File: config.mk
export PLATFORM = sky130hd
export DESIGN_NAME = sram_stream_ctrl
export DESIGN_NICKNAME = d
export VERILOG_FILES = /design/src/rtl/sram_stream_ctrl_pkg.sv /design/src/rtl/sram_stream_ctrl.sv
export SDC_FILE = /design/constraint.sdc
export NUM_CORES = 1
export LEC_CHECK = 0
export BUFFER_PORTS_ARGS = -buffer_cell sky130_fd_sc_hd__buf_2
export CAP_MARGIN = 20
export CORE_MARGIN = 2
export CORE_UTILIZATION = 30
export CTS_CLUSTER_DIAMETER = 100
export DETAILED_ROUTE_END_ITERATION = 10
export GPL_ROUTABILITY_DRIVEN = 0
export SKIP_CTS_REPAIR_TIMING = 1
export SLEW_MARGIN = 0
export SYNTH_ARGS = -nofsm -noshare
export SYNTH_HDL_FRONTEND = slang
export SYNTH_SLANG_ARGS = --single-unit
File: constraint.sdc
create_clock -name clk -period 2.5 [get_ports clk]
set_input_delay 0.125 -clock clk [delete_from_list [all_inputs] [get_ports clk]]
set_output_delay 0.125 -clock clk [all_outputs]
set_load 0.01 [all_outputs]
File: src/rtl/sram_stream_ctrl_pkg.sv
// sram_stream_ctrl_pkg: shared state encoding and default SRAM geometry
package sram_stream_ctrl_pkg;
  localparam int ADDR_W_DEF = 8;
  localparam int DATA_W_DEF = 8;
  localparam int DEPTH = 2 ** ADDR_W_DEF;
  typedef enum logic [2:0] {IDLE, WRITE, RD_ADDR, RD_WAIT, OUT} state_e;
endpackage

File: src/rtl/sram_stream_ctrl.sv
// sram_stream_ctrl: loads a byte stream into a synchronous SRAM and dumps it back in address order
module sram_stream_ctrl
  import sram_stream_ctrl_pkg::*;
#(
  parameter int ADDR_W = ADDR_W_DEF,
  parameter int DATA_W = DATA_W_DEF
) (
  input  logic              clk,
  input  logic              rst,
  input  logic              s_valid,
  input  logic [DATA_W-1:0] s_data,
  output logic              s_ready,
  input  logic              dump_start,
  input  logic              clear,
  output logic              m_valid,
  output logic [DATA_W-1:0] m_data,
  input  logic              m_ready,
  output logic [ADDR_W-1:0] mem_address,
  output logic [DATA_W-1:0] mem_in_data,
  output logic              mem_EN,
  input  logic [DATA_W-1:0] mem_out_data,
  output logic [ADDR_W:0]   count,
  output logic              busy,
  output logic              done
);
  state_e              state_q, state_d;
  logic [ADDR_W:0]     count_q, count_d, rptr_q, rptr_d;
  logic [ADDR_W-1:0]   addr_q, addr_d;
  logic [DATA_W-1:0]   wdata_q, wdata_d, m_data_q, m_data_d;
  logic                en_q, en_d, m_valid_q, m_valid_d, done_q, done_d, last;
  // count only reaches 2**ADDR_W at its top bit, so that bit alone means full
  assign s_ready     = (state_q == IDLE) && !count_q[ADDR_W] && !dump_start;
  assign last        = (rptr_q + 1'b1) == count_q;
  assign m_valid     = m_valid_q;
  assign m_data      = m_data_q;
  assign mem_address = addr_q;
  assign mem_in_data = wdata_q;
  assign mem_EN      = en_q;
  assign count       = count_q;
  assign busy        = state_q != IDLE;
  assign done        = done_q;
  always_comb begin
    state_d   = state_q;
    count_d   = count_q;
    rptr_d    = rptr_q;
    addr_d    = addr_q;
    wdata_d   = wdata_q;
    en_d      = 1'b0;
    m_data_d  = m_data_q;
    m_valid_d = m_valid_q;
    done_d    = 1'b0;
    unique case (state_q)
      IDLE: begin
        if (dump_start && count_q != '0) begin
          rptr_d  = '0;
          state_d = RD_ADDR;
        end else if (s_valid && s_ready) begin
          addr_d  = count_q[ADDR_W-1:0];
          wdata_d = s_data;
          en_d    = 1'b1;
          state_d = WRITE;
        end else if (clear) begin
          count_d = '0;
        end
      end
      WRITE: begin
        count_d = count_q + 1'b1;
        state_d = IDLE;
      end
      RD_ADDR: begin
        addr_d  = rptr_q[ADDR_W-1:0];
        state_d = RD_WAIT;
      end
      RD_WAIT: begin
        m_data_d  = mem_out_data;
        m_valid_d = 1'b1;
        state_d   = OUT;
      end
      OUT: begin
        if (m_ready) begin
          m_valid_d = 1'b0;
          rptr_d    = rptr_q + 1'b1;
          done_d    = last;
          state_d   = last ? IDLE : RD_ADDR;
        end
      end
      default: state_d = IDLE;
    endcase
  end
  always_ff @(posedge clk) begin
    if (rst) begin
      state_q   <= IDLE;
      count_q   <= '0;
      rptr_q    <= '0;
      addr_q    <= '0;
      wdata_q   <= '0;
      en_q      <= 1'b0;
      m_data_q  <= '0;
      m_valid_q <= 1'b0;
      done_q    <= 1'b0;
    end else begin
      state_q   <= state_d;
      count_q   <= count_d;
      rptr_q    <= rptr_d;
      addr_q    <= addr_d;
      wdata_q   <= wdata_d;
      en_q      <= en_d;
      m_data_q  <= m_data_d;
      m_valid_q <= m_valid_d;
      done_q    <= done_d;
    end
  end
endmodule
# Yosys cells after proc, flatten, opt, wreduce, memory -nomap -nowiden
# Cells that the tools add are included.
dict set report totals {
  register_bits 48
  out_inout_bits 38
  word_cells 66
}
dict set report classes {
  add_sub_neg 2
  n_eq_ne 12
  n_mux 18
  n_bitwise 4
  reduce_logical 21
}
# cell n
set op_table {}
lappend op_table {{9-bit two-way mux} 5}
lappend op_table {{9-bit one-hot mux with 2 select lines} 2}
lappend op_table {{9-bit by 1-bit adder with 9-bit output (second input constant)} 2}
lappend op_table {{8-bit two-way mux} 2}
lappend op_table {{8-bit one-hot mux with 2 select lines} 1}
lappend op_table {{3-bit one-hot mux with 4 select lines} 1}
lappend op_table {{9-bit equality test} 1}
lappend op_table {{3-bit two-way mux} 3}
lappend op_table {{3-bit AND reduction} 3}
lappend op_table {{9-bit nonzero test} 1}
lappend op_table {{2-bit inequality test (second input constant)} 4}
lappend op_table {{2-bit nonzero test} 4}
lappend op_table {{3-bit by 2-bit equality test with 1-bit output (second input constant)} 2}
lappend op_table {{3-bit OR reduction} 2}
lappend op_table {{1-bit logical AND} 4}
lappend op_table {{2-bit by 1-bit inequality test with 1-bit output (second input constant)} 2}
lappend op_table {{1-bit NOT} 4}
lappend op_table {{2-bit AND reduction} 2}
lappend op_table {{4-bit AND reduction} 1}
lappend op_table {{3-bit by 1-bit equality test with 1-bit output (second input constant)} 1}
lappend op_table {{3-bit equality test (second input constant)} 1}
lappend op_table {{3-bit zero test} 1}
lappend op_table {{3-bit by 1-bit inequality test with 1-bit output (second input constant)} 1}
lappend op_table {{3-bit nonzero test} 1}
lappend op_table {{other kinds (4)} 6}

# Longest topological paths before layout
# Gate-level depths: netlist of run 1.
dict set report depth {
  depth_word 7
  depth_mapped 8
  depth_no_buf 7
}

# Worst setup path after synthesis of run 1
# OpenSTA, ideal clock, no wires.
dict set report synth_timing {
  path_kind {reg-to-reg}
  start {register count_q[0], in the netlist count[0]}
  end {register count_q[5], in the netlist count[5]}
  setup_time_ps 70
  t_arrival_ps 2072
  required_ps 2430
  slack_ps 358
  path_stages_with_launch 8
  synth_period_minus_slack_ps 2142
  path_cell_list {dfxtp_1 -> inv_1 -> ha_1 -> or4b_4 -> o211ai_4 -> nand2_4 -> or4_1 -> a21oi_1}
}
dict set report synth_between {
  elab_chain_cells 4
  elab_cells_between_ends 6
}
# item line
set synth_rtl {}
lappend synth_rtl {{start: declaration} sram_stream_ctrl.sv:27} ;# logic [ADDR_W:0] count_q, count_d, rptr_q, rptr_d;
lappend synth_rtl {{start signal: assignment} sram_stream_ctrl.sv:103} ;# count_q <= count_d;
lappend synth_rtl {{branches (longest 4 deep; another with 9-bit by 1-bit adder with 9-bit output)} --}
# Several ways; the timed one is not identified.
# A chain may end at the register's enable or synchronous reset.

# Final worst setup path of run 1
dict set report layout_timing {
  start {register count_q[0], in the netlist count[0]}
  end {register rptr_q[2]}
}
dict set report layout_between {
  elab_chain_cells 4
}
# item line
set layout_rtl {}
lappend layout_rtl {{9-bit nonzero test} sram_stream_ctrl.sv:54} ;# if (dump_start && count_q != '0) begin
lappend layout_rtl {{1-bit logical AND} sram_stream_ctrl.sv:54}
lappend layout_rtl {{2-bit by 1-bit inequality test with 1-bit output (no line)} --}
lappend layout_rtl {{3-bit AND reduction (no line)} --}
lappend layout_rtl {{end signal: assignment} sram_stream_ctrl.sv:104} ;# rptr_q <= rptr_d;
lappend layout_rtl {{end: declaration} sram_stream_ctrl.sv:27}
# No other way between the ends.

==> results of run 1 <==
routing by layer:
metal	track usage, %	wire length [µm]	vias to the layer above	share of wire (%)
li1	-	-	1140	-
met5	0	0	-	0
met2	23.9	2910	64	46
met4	5.47	36	0	0.57
met1	20.6	2970	1033	47
met3	2.77	367	4	5.8
worst paths after layout:
check | startpoint | end | slack (ns) | cells past startpoint
worst max-delay path | count[0]$_SDFFE_PP0P_ | rptr_q[2]$_SDFFE_PP0P_ | 0.30 | 7
worst min-delay path | s_data[6] | mem_in_data[6]$_SDFFE_PP0P_ | 0.05 | 3
worst max register to register | count[0]$_SDFFE_PP0P_ | rptr_q[2]$_SDFFE_PP0P_ | 0.30 | 7
worst min register to register | m_valid$_SDFFE_PP0P_ | m_valid$_SDFFE_PP0P_ | 0.46 | 2
cells by family (layout without fill, tap and decap cells):
family / Yosys count / in the layout / synth area share (%)
adders and majority gates: 3 / 3 / 1.59
buffers and inverters: 25 / 82 / 4.14
DFF: 48 / 48 / 40.8
xor gates and xnor gates: 15 / 15 / 5.58
AOI/OAI and AO/OA: 58 / 58 / 16.1
muxes: 8 / 8 / 3.40
and+or+nand+nor: 135 / 135 / 28.4
cells in the mapped netlist, types with 2 or more instances:
| master | n |
|---|---|
| or3_1 | 7 |
| nand3_1 | 11 |
| xnor2_1 | 6 |
| xor2_1 | 9 |
| nor3_1 | 2 |
| or2_2 | 5 |
| o21ai_0 | 8 |
| o21ai_1 | 5 |
| clkbuf_1 | 14 |
| ha_1 | 3 |
| dfxtp_1 | 48 |
| a311oi_1 | 8 |
| inv_1 | 6 |
| or4_1 | 4 |
| nand2_1 | 40 |
| o21a_1 | 2 |
| nor3b_1 | 2 |
| buf_2 | 3 |
| nand4_1 | 8 |
| mux2i_1 | 8 |
| and3_1 | 7 |
| a31o_2 | 2 |
| a21oi_1 | 25 |
| nor2_1 | 39 |
| buf_1 | 2 |
power by group:
part	switching, mW	internal [mW]
combinational	0.0692	0.0445
sequential	0.00838	0.775
clock	0.270	0.296
layout make-up:
class | instances | area, µm² | area share, %
Multi-Input combinational cell | 219 | 1300 | 45.0
Sequential cell | 48 | 961 | 33.3
Timing Repair Buffer | 68 | 363 | 12.6
Tap cell | 102 | 128 | 4.43
Clock buffer | 5 | 68.8 | 2.39
Clock inverter | 3 | 42.5 | 1.48
Inverter | 6 | 22.5 | 0.782
worst register-to-register path: stages (launching register included):
cell and delay [ns]:
dfxtp_1 0.40, inv_1 0.09, ha_1 0.13, or4b_4 0.48, o211ai_4 0.28, and2_0 0.44
o21ai_0 0.17, a21oi_1 0.14
sequential cells by signal, summed over array words and instances, names as in the netlist:
register     count
count            9
mem_EN           1
mem_address      8
m_valid          1
mem_in_data      8
done             1
rptr_q           9
state_q          3
m_data           8
through the flow:
step,std cells,hold WS (ns),instance area [µm²],total power [mW],util [%]
5_1_grt,451,0.0474,2880,1.53,37.7
3_5_place_dp,443,0.363,2770,0.916,36.2
6_report,451,0.0483,2880,1.46,37.7
2_1_floorplan,292,0.261,2350,0.864,-
4_1_cts,451,0.0346,2880,1.49,37.7
3_3_place_gp,443,0.354,2770,0.913,36.2
==> results.yml, run 1 <==
clocking:
  clk_latency_ns: 0.30
  clock_tree.root_cell: "clkbuf_8"
  clock-sinks: 48
  cts_tree: "yes"
  cts_buffers: 5
  clk_path_buf_depth: 2
  clk_pin_slew_worst_paths_ns: 0.09
  clock_tree.htree_level_count: 2
yosys:
  syn_nets: 317
  mappedNetlistArea_um2: 2350
  synth.area.top_cells: "dfxtp_1, nand2_1, nor2_1, a21oi_1, mux2i_1"
  synth_seq_cells: 48
  post-synth-top-area-cell: "dfxtp_1"
  post_synth.cell_area_avg_um2: 8.06
  seq_area_frac_synth_pct: 40.8
  synth_top_area_share_pct: 40.8
  syn-instance-count: 292
  synth_async_sr_flop_share_pct: 0
  synth.yosys.warnings: 0
  synth-main-ff-cell: "dfxtp_1"
  synth_cell_types: 43
  synth_edf_count: 0
worst_setup_path:
  critPathTopFamily: "simple AND/OR/NAND/NOR gates"
  critical-path-slowest-cell: "or4b_4"
  crit_arrival_ns: 2.43
  critical_path_class: "reg2reg"
  end_kind: "flip-flop"
  worst_ep_required_time_ns: 2.73
  crit_fanout: 9
  critical_path.cell_chain: "inv_1 -> ha_1 -> or4b_4 -> o211ai_4 -> and2_0 -> o21ai_0 -> a21oi_1"
  critical_path.n_buffers_inverters: 1
  cp-start-kind: "flip-flop"
  critical-path-max-stage-delay_ns: 0.48
sta:
  final.setup.tns_ns: 0
  period_minus_slack_ns: 2.20
  rsz0062_at_grt: "false"
  drv_slew: 0
  setup_viol: 0
  final_min_period_over_clock_period_pct: 87.9
  final_hold_fails: 0
  fmax_mhz: 455
  clock_skew_ns: 0.00582
  tightest_slew_ns: 0.780
  worst_slew_margin_rel_pct: 48.0
  postLayoutSetupSlackWorst_ns: 0.302
placement:
  pre_cts_slack_ns: 0.288
  buffer_ports.inserted: 59
  detailed_place_hpwl_mm: 4.51
cells_and_area:
  final_layout_size_suffix_gt1_share_pct: 25.5
  area_growth_syn_to_layout_pct: 22.4
  antennaDiodeCount: 0
  finish.net_count: 373
  final_common_cell: "buf_2"
  most-common-layout-cells: "buf_2, dfxtp_1, nand2_1"
  final.fill_count: 796
drt:
  firstDrtPassIters: 4
  route.detailed.wl_per_inst_um: 13.9
  detail_route.wirelength_mm: 6.28
  drt_drc_violations_left: 0
  via_count: 2241
  detail-route-antenna-nets: 0
  vias_per_cell: 4.97
  dr.first_iter.drc_count: 120
die:
  die_area_um2: 8570
  placementRows: 32
  floorplan_core_area_um2: 7650
  io_pins: 60
  die_x_um: 92.6
  die_h_um: 92.6
  start_util_pct: 30.8
pwr:
  peakVddDrop_v: 0.000244
  cellLeakagePower_nw: 1.26
  power.density_cell_area_nw_per_um2: 508
global_route:
  globalRouteOverflowTotal: 0
  grt_start_max_net_pins: 42
  number_of_antenna_violations_at_the_first_check_in_global_routing: 0
  grt_pass1_wl_mm: 10.6
  grt_util_all_layers_pct: 15.1
  vias_in_the_first_global_route: 2149
hold_path:
  min_path_type: "in2reg"
flow_run:
  max-cap-violations: 0
status:
  run_status: "finished, final reports clean"
Note: power is estimated with default switching activity, not from simulation.
==> run 2: changes to the inputs <==
--- a/config.mk
+++ b/config.mk
@@ -7,7 +7,6 @@
 export LEC_CHECK = 0
 export BUFFER_PORTS_ARGS = -buffer_cell sky130_fd_sc_hd__buf_2
 export CAP_MARGIN = 20
-export CORE_MARGIN = 2
 export CORE_UTILIZATION = 30
 export CTS_CLUSTER_DIAMETER = 100
 export DETAILED_ROUTE_END_ITERATION = 10
==> results.yml, run 2 (synthesized netlist as in run 1, its figures left out) <==
global_route:
  grt_util_met2_pct: 23.7
  grt_pass1_wl_mm: 10.1
  grt_util_all_layers_pct: 15.4
  grt_start_max_net_pins: 42
  groute.layer.met3.usage_pct: 3.79
  vias_in_the_first_global_route: 2041
  number_of_antenna_violations_at_the_first_check_in_global_routing: 0
  met1_track_demand_over_resource_pct: 20.9
  grt_busiest_layer: "met2"
  globalRouteOverflowTotal: 0
pwr:
  power_mw: 1.48
  p_int_mw: 1.12
  power_switching_share_pct: 24.1
  power.density_cell_area_nw_per_um2: 514
  total_switching_power_mw: 0.356
  combinationalPowerShare_pct: 7.6
  power_frac_clock_pct: 39.4
  cellLeakagePower_nw: 1.25
  sequential_cell_fraction_of_total_power_pct: 53.0
  peakVddDrop_v: 0.000308
sta:
  tightest_slew_ns: 0.791
  fmax_mhz: 442
  final_hold_fails: 0
  clock_skew_ns: 0.00769
  drv_slew: 0
  worst_slew_margin_rel_pct: 47.3
  period_minus_slack_ns: 2.26
  setup_viol: 0
  final_min_period_over_clock_period_pct: 90.5
  rsz0062_at_grt: "false"
  postLayoutSetupSlackWorst_ns: 0.238
  final.setup.tns_ns: 0
drt:
  firstDrtPassIters: 4
  detail-route-antenna-nets: 0
  detail_route.wirelength_mm: 6.19
  drt_drc_violations_left: 0
  dr.first_iter.drc_count: 117
  vias_per_cell: 5.05
  via_count: 2259
  route.detailed.wl_per_inst_um: 13.9
cells_and_area:
  final_common_cell: "buf_2"
  final.fill_count: 779
  finish.net_count: 372
  final_layout_size_suffix_gt1_share_pct: 25.3
  layout.core_utilization_pct: 38.8
  area_growth_syn_to_layout_pct: 22.1
  antennaDiodeCount: 0
  most-common-layout-cells: "buf_2, dfxtp_1, nand2_1"
hold_path:
  hold_depth: 3
  min_path_type: "in2reg"
  holdCritStartpoint: "mem_out_data[4]"
clocking:
  clock_tree.root_cell: "clkbuf_8"
  clk_path_buf_depth: 2
  clk_latency_ns: 0.31
  clock-sinks: 48
  cts_tree: "yes"
  cts_buffers: 5
  clock_tree.htree_level_count: 2
  clk_pin_slew_worst_paths_ns: 0.09
worst_setup_path:
  cp-start-kind: "flip-flop"
  worst_ep_required_time_ns: 2.75
  crit_arrival_ns: 2.51
  end_kind: "flip-flop"
  critical_path_class: "reg2reg"
  crit-reg2reg-launch: "count[0]$_SDFFE_PP0P_"
  ff2ff_path_depth: 7
  crit_fanout: 10
  critPathLaunch: "count[0]$_SDFFE_PP0P_"
placement:
  buffer_ports.inserted: 59
  detailed_place_hpwl_mm: 4.43
  pre_cts_slack_ns: 0.248
die:
  die_area_um2: 8210
  floorplan_core_area_um2: 7410
  io_pins: 60
  placementRows: 31
  start_util_pct: 31.8
  die_x_um: 90.6
  die_h_um: 90.6
flow_run:
  max-cap-violations: 0
status:
  run_status: "finished, final reports clean"
[run 2: cell types whose count changed in the layout (fill, tap and decap cells not counted), sizes merged]
cell | before | now
buf | 68 | 67
clkinv | 1 | 0
inv | 6 | 7
[run 2: worst paths after layout]
check,to,slack (ns)
worst max-delay path,count[5]$_SDFFE_PP0P_,0.24
worst min-delay path,m_data[4]$_SDFFE_PP0P_,0.04
worst max register to register,count[5]$_SDFFE_PP0P_,0.24
worst min register to register,mem_in_data[1]$_SDFFE_PP0P_,0.46
[run 2: worst max-delay path: stages, from the launching register on]
cell	delay (ns)
dfxtp_1	0.41
inv_1	0.09
ha_1	0.13
or4b_4	0.48
o211ai_4	0.36
nand2_4	0.09
or4_1	0.51
a21oi_1	0.14
[run 2: stage by stage]
| step | cells | hold WS [ns] | instance area [µm²] |
|---|---|---|---|
| after global routing | 447 | 0.0352 | 2870 |
| final | 447 | 0.0446 | 2870 |
| after global placement | 439 | 0.353 | 2760 |
| after CTS | 447 | 0.0335 | 2870 |
| after detailed placement | 439 | 0.363 | 2760 |
| after floorplan | 292 | 0.261 | 2350 |
[run 2: power by group through the flow]
stage / Sequential (mW) / Combinational, mW / Clock (mW)
3_3_place_gp: 0.800 / 0.113 / 0
6_report: 0.783 / 0.112 / 0.582
3_5_place_dp: 0.801 / 0.113 / 0
5_1_grt: 0.784 / 0.125 / 0.634
4_1_cts: 0.783 / 0.113 / 0.597
2_1_floorplan: 0.804 / 0.0604 / 0
[run 2: final cells by class]
| class | count | area, µm² | area share [%] |
|---|---|---|---|
| Tap cell | 99 | 124 | 4.31 |
| Timing Repair Buffer | 67 | 355 | 12.4 |
| Clock inverter | 3 | 46.3 | 1.61 |
| Clock buffer | 5 | 68.8 | 2.39 |
| Multi-Input combinational cell | 219 | 1300 | 45.1 |
| Sequential cell | 48 | 961 | 33.4 |
| Inverter | 6 | 22.5 | 0.784 |
[run 2: metal layers]
layer,routed length (µm),vias to the layer above
met1,2920,1041
li1,-,1131
met5,0,-
met2,2790,79
met4,78,0
met3,399,8
